File: src/rtl/wb_csr_bank_if.sv
// Wishbone classic slave bundle used by wb_csr_bank.
interface wb_csr_bank_if #(
    parameter int DWIDTH = 32
);
    logic                  wbs_cyc_i;
    logic                  wbs_stb_i;
    logic                  wbs_we_i;
    logic [DWIDTH/8-1:0]   wbs_sel_i;
    logic [31:0]           wbs_adr_i;
    logic [DWIDTH-1:0]     wbs_dat_i;
    logic                  wbs_ack_o;
    logic                  wbs_err_o;
    logic [DWIDTH-1:0]     wbs_dat_o;

    modport master (
        output wbs_cyc_i, wbs_stb_i, wbs_we_i, wbs_sel_i, wbs_adr_i, wbs_dat_i,
        input  wbs_ack_o, wbs_err_o, wbs_dat_o
    );

    modport slave (
        input  wbs_cyc_i, wbs_stb_i, wbs_we_i, wbs_sel_i, wbs_adr_i, wbs_dat_i,
        output wbs_ack_o, wbs_err_o, wbs_dat_o
    );
endinterface

File: src/rtl/wb_csr_bank.sv
// Wishbone CSR bank: CTRL/STATUS accelerator handshake plus DEPTH-2 config registers.
// Optional macro CSR_BANK_IRQ_EN enables the IRQ_EN bit and the registered irq_o.
module wb_csr_bank #(
    parameter int                DWIDTH  = 32,
    parameter int                DEPTH   = 8,
    parameter logic [DWIDTH-1:0] CFG_RST = '0
) (
    input  logic                         clk,
    input  logic                         reset,
    wb_csr_bank_if.slave                 wbs,
    output logic [(DEPTH-2)*DWIDTH-1:0]  cfg_o,
    output logic                         start_o,
    input  logic                         done_i,
    output logic                         busy_o,
    output logic                         irq_o
);
    localparam int SELW = DWIDTH / 8;
    localparam int OFFW = $clog2(SELW);
    localparam int IDXW = 32 - OFFW;
    localparam int AW   = $clog2(DEPTH);

    typedef enum logic {S_IDLE, S_BUSY} job_state_t;

    job_state_t                    state_q, state_d;
    logic [IDXW-1:0]               idx_p0;
    logic [AW-1:0]                 ridx_p0;
    logic                          req_p0, hit_p0, wr_p0;
    logic                          ctrl_wr_p0, stat_wr_p0;
    logic                          start_req_p0, start_acc_p0, done_hit_p0, done_clr_p0;
    logic                          busy;
    logic [DWIDTH-1:0]             rd_val_p0;
    logic [DEPTH-1:2][DWIDTH-1:0]  cfg_q;
    logic                          done_q, irq_en_q;
    logic                          ack_p1, err_p1, start_p1;
    logic [DWIDTH-1:0]             rdat_p1;
    logic                          unused_adr;

    function automatic logic [DWIDTH-1:0] merge_lanes(
        input logic [DWIDTH-1:0] old_v,
        input logic [DWIDTH-1:0] new_v,
        input logic [SELW-1:0]   sel
    );
        logic [DWIDTH-1:0] res;
        res = old_v;
        for (int b = 0; b < SELW; b++) begin
            if (sel[b]) res[8*b +: 8] = new_v[8*b +: 8];
        end
        return res;
    endfunction

    // Stage p0: decode the request presented on the bus this cycle.
    assign unused_adr   = ^wbs.wbs_adr_i[OFFW-1:0];
    assign idx_p0       = wbs.wbs_adr_i[31:OFFW];
    assign ridx_p0      = idx_p0[AW-1:0];
    assign req_p0       = wbs.wbs_cyc_i && wbs.wbs_stb_i && !ack_p1 && !err_p1;
    assign hit_p0       = req_p0 && (idx_p0 < IDXW'(DEPTH));
    assign wr_p0        = hit_p0 && wbs.wbs_we_i;
    assign ctrl_wr_p0   = wr_p0 && (ridx_p0 == '0) && wbs.wbs_sel_i[0];
    assign stat_wr_p0   = wr_p0 && (ridx_p0 == AW'(1)) && wbs.wbs_sel_i[0];
    assign start_req_p0 = ctrl_wr_p0 && wbs.wbs_dat_i[0];
    assign done_clr_p0  = stat_wr_p0 && wbs.wbs_dat_i[1];

    always_ff @(posedge clk) begin
        if (reset) state_q <= S_IDLE;
        else       state_q <= state_d;
    end

    always_comb begin
        state_d = state_q;
        case (state_q)
            S_IDLE:  if (start_req_p0) state_d = S_BUSY;
            S_BUSY:  if (done_i)       state_d = S_IDLE;
            default: state_d = S_IDLE;
        endcase
    end

    // A START arriving with done_i while busy is dropped: the running job finishes instead.
    always_comb begin
        busy         = (state_q == S_BUSY);
        start_acc_p0 = start_req_p0 && !busy;
        done_hit_p0  = done_i && busy;
    end

    always_comb begin
        rd_val_p0 = '0;
        if (ridx_p0 == '0) begin
            rd_val_p0[1] = irq_en_q;
        end else if (ridx_p0 == AW'(1)) begin
            rd_val_p0[1] = done_q;
            rd_val_p0[0] = busy;
        end else begin
            rd_val_p0 = cfg_q[ridx_p0];
        end
    end

    always_ff @(posedge clk) begin
        if (reset) begin
            for (int i = 2; i < DEPTH; i++) cfg_q[i] <= CFG_RST;
        end else if (wr_p0 && (ridx_p0 >= AW'(2))) begin
            cfg_q[ridx_p0] <= merge_lanes(cfg_q[ridx_p0], wbs.wbs_dat_i, wbs.wbs_sel_i);
        end
    end

    // DONE set has priority over a simultaneous write-1-to-clear.
    always_ff @(posedge clk) begin
        if (reset)            done_q <= 1'b0;
        else if (done_hit_p0) done_q <= 1'b1;
        else if (done_clr_p0) done_q <= 1'b0;
    end

`ifdef CSR_BANK_IRQ_EN
    logic irq_p1;

    always_ff @(posedge clk) begin
        if (reset) begin
            irq_en_q <= 1'b0;
            irq_p1   <= 1'b0;
        end else begin
            if (ctrl_wr_p0) irq_en_q <= wbs.wbs_dat_i[1];
            irq_p1 <= done_q && irq_en_q;
        end
    end

    assign irq_o = irq_p1;
`else
    assign irq_en_q = 1'b0;
    assign irq_o    = 1'b0;
`endif

    // Stage p1: registered bus response and start pulse.
    always_ff @(posedge clk) begin
        if (reset) begin
            ack_p1   <= 1'b0;
            err_p1   <= 1'b0;
            start_p1 <= 1'b0;
            rdat_p1  <= '0;
        end else begin
            ack_p1   <= hit_p0;
            err_p1   <= req_p0 && !hit_p0;
            start_p1 <= start_acc_p0;
            if (req_p0 && !hit_p0)            rdat_p1 <= '0;
            else if (hit_p0 && !wbs.wbs_we_i) rdat_p1 <= rd_val_p0;
        end
    end

    assign wbs.wbs_ack_o = ack_p1;
    assign wbs.wbs_err_o = err_p1;
    assign wbs.wbs_dat_o = rdat_p1;
    assign start_o       = start_p1;
    assign busy_o        = busy;
    assign cfg_o         = cfg_q;
endmodule

File: src/flat_wrapper.sv
// flat-port wrapper written by rule: the top's interface ports become plain ports
module wb_csr_bank_flat 
#(
    parameter int                DWIDTH  = 32,
    parameter int                DEPTH   = 8,
    parameter logic [DWIDTH-1:0] CFG_RST = '0
)
  (clk, reset, cfg_o, start_o, done_i, busy_o, irq_o, wbs_wbs_cyc_i, wbs_wbs_stb_i, wbs_wbs_we_i, wbs_wbs_sel_i, wbs_wbs_adr_i, wbs_wbs_dat_i, wbs_wbs_ack_o, wbs_wbs_err_o, wbs_wbs_dat_o);
  wb_csr_bank_if #(.DWIDTH(DWIDTH)) wbs_i ();
  input  logic clk;
  input  logic reset;
  output logic [(DEPTH-2)*DWIDTH-1:0] cfg_o;
  output logic start_o;
  input  logic done_i;
  output logic busy_o;
  output logic irq_o;
  input wire logic [$bits(wbs_i.wbs_cyc_i)-1:0] wbs_wbs_cyc_i;
  input wire logic [$bits(wbs_i.wbs_stb_i)-1:0] wbs_wbs_stb_i;
  input wire logic [$bits(wbs_i.wbs_we_i)-1:0] wbs_wbs_we_i;
  input wire logic [$bits(wbs_i.wbs_sel_i)-1:0] wbs_wbs_sel_i;
  input wire logic [$bits(wbs_i.wbs_adr_i)-1:0] wbs_wbs_adr_i;
  input wire logic [$bits(wbs_i.wbs_dat_i)-1:0] wbs_wbs_dat_i;
  output wire logic [$bits(wbs_i.wbs_ack_o)-1:0] wbs_wbs_ack_o;
  output wire logic [$bits(wbs_i.wbs_err_o)-1:0] wbs_wbs_err_o;
  output wire logic [$bits(wbs_i.wbs_dat_o)-1:0] wbs_wbs_dat_o;
  assign wbs_i.wbs_cyc_i = wbs_wbs_cyc_i;
  assign wbs_i.wbs_stb_i = wbs_wbs_stb_i;
  assign wbs_i.wbs_we_i = wbs_wbs_we_i;
  assign wbs_i.wbs_sel_i = wbs_wbs_sel_i;
  assign wbs_i.wbs_adr_i = wbs_wbs_adr_i;
  assign wbs_i.wbs_dat_i = wbs_wbs_dat_i;
  assign wbs_wbs_ack_o = wbs_i.wbs_ack_o;
  assign wbs_wbs_err_o = wbs_i.wbs_err_o;
  assign wbs_wbs_dat_o = wbs_i.wbs_dat_o;
  wb_csr_bank #(.DWIDTH(DWIDTH), .DEPTH(DEPTH), .CFG_RST(CFG_RST)) u_core (.clk(clk), .reset(reset), .wbs(wbs_i), .cfg_o(cfg_o), .start_o(start_o), .done_i(done_i), .busy_o(busy_o), .irq_o(irq_o));
endmodule
File: config.mk
export PLATFORM = sky130hd
export DESIGN_NAME = wb_csr_bank_flat
export DESIGN_NICKNAME = d
export VERILOG_FILES = /design/src/rtl/wb_csr_bank_if.sv /design/src/rtl/wb_csr_bank.sv /design/src/flat_wrapper.sv
export SDC_FILE = /design/constraint.sdc
export NUM_CORES = 1
export LEC_CHECK = 0
export BUFFER_PORTS_ARGS = -buffer_cell sky130_fd_sc_hd__buf_2
export CAP_MARGIN = 40
export CORE_MARGIN = 5
export CORE_UTILIZATION = 40
export CTS_BUF_LIST = sky130_fd_sc_hd__clkbuf_8 sky130_fd_sc_hd__clkbuf_16
export CTS_CLUSTER_SIZE = 25
export DETAILED_ROUTE_END_ITERATION = 7
export PLACE_DENSITY_LB_ADDON = 0.25
export SLEW_MARGIN = 10
export SYNTH_ARGS = -nofsm -noshare
export SYNTH_HDL_FRONTEND = slang
export SYNTH_SLANG_ARGS = --single-unit
File: constraint.sdc
create_clock -name clk -period 3.1 [get_ports clk]
set_input_delay 0.31 -clock clk [delete_from_list [all_inputs] [get_ports clk]]
set_output_delay 0.31 -clock clk [all_outputs]
set_load 0.01 [all_outputs]
==> key figures <==
Critical path
  – Critical path launch point: u_core.wbs.wbs_err_o
  – Worst-path fanout max: 15
  – CP bufs+invs: 1
  – Reg-to-reg endpoint: u_core.cfg_o[71]
  – Critical path, cell by cell: nand4bb_1 > nor4_4 > a21oi_4 > buf_16 > o2bb2ai_1
  – Startpoint type of the worst setup path: register
  – FF-to-FF setup slack: 630 ps
  – R2R depth: 5
  – Crit path DAT: 2840 ps
  – Worst r2r src: u_core.wbs.wbs_err_o
  – Slowest stage delay, CP: about 750 ps
  – Critical path type: reg2reg
  – CP max-delay cell: nor4_4
  – Critical Path RT: 3480 ps
  – Crit-path leading delay family: simple AND/OR/NAND/NOR gates
  – Setup crit end kind: register

Clock tree
  – CTS clock-pin slew for the worst setup and hold paths: 60 ps
  – Clock buffer depth: 3
  – Sink Count: approximately 230
  – CTS-repair resized insts: 0
  – CTS tree: done
  – Post CTS Setup Buffer Count: 0
  – Root buf cell: clkbuf_16
  – CTS Buf Count: 25
  – Clock latency on the worst-skew pair: 510 ps
  – Htree depth: 1
  – Cts hold-fix bufs: 0

Cells and area
  – Most common cell after layout, fill and taps aside: buf_2
  – Design area: 0.0120 mm2
  – Most used cells in the layout excluding fill and tap cells: buf_2, dfxtp_1, o2bb2ai_1
  – Share of cells above drive strength 1: 39.7%
  – Post-Layout Cell Count: 1441
  – Final nets: 1213
  – Ant diodes: 0
  – P&R area growth vs syn: 30.5%

Synth
  – Sequential share of the synthesized area: 49.7%
  – Post-Synthesis Cells: 856
  – Mapped Nets: 930
  – Distinct cell type count after synthesis: 43
  – Count of state elements after synthesis: 229
  – Yosys warns: 0
  – Syn_area_per_cell: 10.8 um2
  – Cell Area, Synth: between 0.009 and 0.01 mm2

Floorplan
  – Core area: 0.0227 mm2
  – Die width: 162 um
  – Io pins: just over 300
  – Initial Util: 40.6%
  – Row count: 55
  – Die H: 162 um
  – Die ar.: 0.0262 mm2

Route
  – Antenna-violating nets left: 0
  – DR DRC count: 0
  – WL per Instance: 23.5 um
  – DRT Pass-1 Iters: 5
  – DRT Wirelength: 33.8 mm
  – Total number of vias: 8421
  – DRT iter0 DRCs: ~500
  – DR vias/cell: 5.84

STA
  – FMAX: 0.406 GHz
  – Final setup vio count: 0
  – Unrepaired setup endpoints after global routing: false
  – Final count of hold timing violations: 0
  – Final critical-path share of the clock period: 79.5%
  – Final slew viol count: 0
  – Layout Skew: 13.4 ps
  – Worst relative slew slack: 50.1%
  – Actual slew at the worst max-slew pin: 748 ps
  – Setup TNS: 0 ps
  – Fin crit period: 2470 ps

Global routing
  – Gr usage total: 24.8%
  – First-pass GRT wire length: just over 50 mm
  – Initial antenna violation count: 2
  – GRT overflow: 0
  – Largest net degree at the start of global routing: 34
  – Vias in the first global route: approximately 8600

Power
  – P_leak: just over 0.005 uW
  – Total power per unit cell area: 518 mW/mm2
  – Worst vdd ir: 0.000310 V
  – Power Total: 6240 uW

Place
  – Placed cell count: 1397
  – Final HPWL from detailed placement: 23.4 mm
  – Final GP Congestion: 0.911
  – Area of placed instances: 0.0112 mm2
  – Port bufs: around 300

Worst hold path
  – Worst hold path class: in2reg
  – WHS Path Cells: 3
  – Min-delay src: done_i
  – Min-Delay Endpoint: u_core.done_q

Run status
  – Status: complete, no violations

Job
  – Max-Cap Viols: 0
==> state kept, by name (all words and copies together) (netlist names) <==
signal / flops
u_core.wbs.wbs_dat_o: 32
u_core.done_q: 1
u_core.wbs.wbs_err_o: 1
u_core.start_o: 1
u_core.busy_o: 1
u_core.wbs.wbs_ack_o: 1
u_core.cfg_o: 192
==> power by group <==
part	switching, uW	internal, uW	total (uW)
Combinational	230	116	345
Clock	1200	1750	2950
Sequential	0.250	2940	2940
==> routing by layer <==
| layer | share of wire [%] | up-vias | global-route usage, % |
|---|---|---|---|
| li1 | - | 3839 | - |
| met1 | 42 | 4148 | 31.6 |
| met2 | 47 | 366 | 41.4 |
| met3 | 8.3 | 64 | 6.67 |
| met4 | 2.5 | 4 | 7.07 |
| met5 | 0.074 | - | 0 |
==> Yosys cell counts, drive strengths merged <==
library cell  instances  share of area (%)
mux2i                31                3.4
nand2b                5               0.34
buf                  29                1.5
a32oi                 2               0.19
nor2                 15               0.61
a31oi                 1              0.068
a22o                 29                2.8
o21ai                47                2.5
a211oi                3               0.30
nand3                51                2.8
o2bb2ai             145                 14
nand4                 9               0.61
nor3                  5               0.39
conb                  1              0.041
a21oi                39                2.1
nand2                71                2.9
o21bai                1              0.081
o311ai                1              0.095
clkbuf               47                1.9
a22oi                 1              0.081
mux4                 30                7.3
o21a                  2               0.16
inv                   7               0.28
nor4                  7               0.77
or3                   3               0.26
nor2b                 3               0.20
or4                   3               0.28
nand4bb               1               0.12
and4                  1              0.095
and2                  2               0.14
a31o                  1              0.095
dfxtp               229                 50
mux2                 34                4.1
==> worst register-to-register path, cell delays in order, from the launching register on <==
cell,delay [ps]
dfxtp_1,310
nand4bb_1,510
nor4_4,750
a21oi_4,350
buf_16,270
o2bb2ai_1,140
==> cell type report <==
cell class	count	area, um2
Sequential cell	229	4580
Clock inverter	14	116
Clock buffer	30	694
Multi-Input combinational cell	544	4400
Timing Repair Buffer	332	1860
Inverter	7	26.3
Fill cell	2124	10700
Tap cell	285	357
==> worst max-delay path by stage <==
stage,cells past startpoint,end,slack [ps]
after floorplan,7,u_core.wbs.wbs_dat_o[1],800
after global placement,6,u_core.cfg_o[90],310
after detailed placement,7,u_core.cfg_o[70],190
after CTS,5,u_core.cfg_o[70],610
after global routing,5,u_core.cfg_o[71],470
final,5,u_core.cfg_o[71],630
==> metrics by stage <==
step	setup WS, ps	hold slack [ps]	utilization (%)
4_1_cts	608	26.5	53.0
2_1_floorplan	795	446	-
5_1_grt	468	46.6	53.0
6_report	634	51.6	53.0
3_3_place_gp	315	436	49.0
3_5_place_dp	194	446	49.5
==> kinds of logic (layout without fill, tap and decap cells) <==
group | after synthesis | count (layout) | share of synthesized area, %
other | 1 | 1 | 0.0406
multiplexers | 95 | 95 | 14.8
flip-flops | 229 | 229 | 49.7
buffers and inverters | 83 | 383 | 3.73
AO/OA/AOI/OAI | 272 | 272 | 22.2
AND/OR/NAND/NOR | 176 | 176 | 9.48
Power figures use the tool's default switching activity.
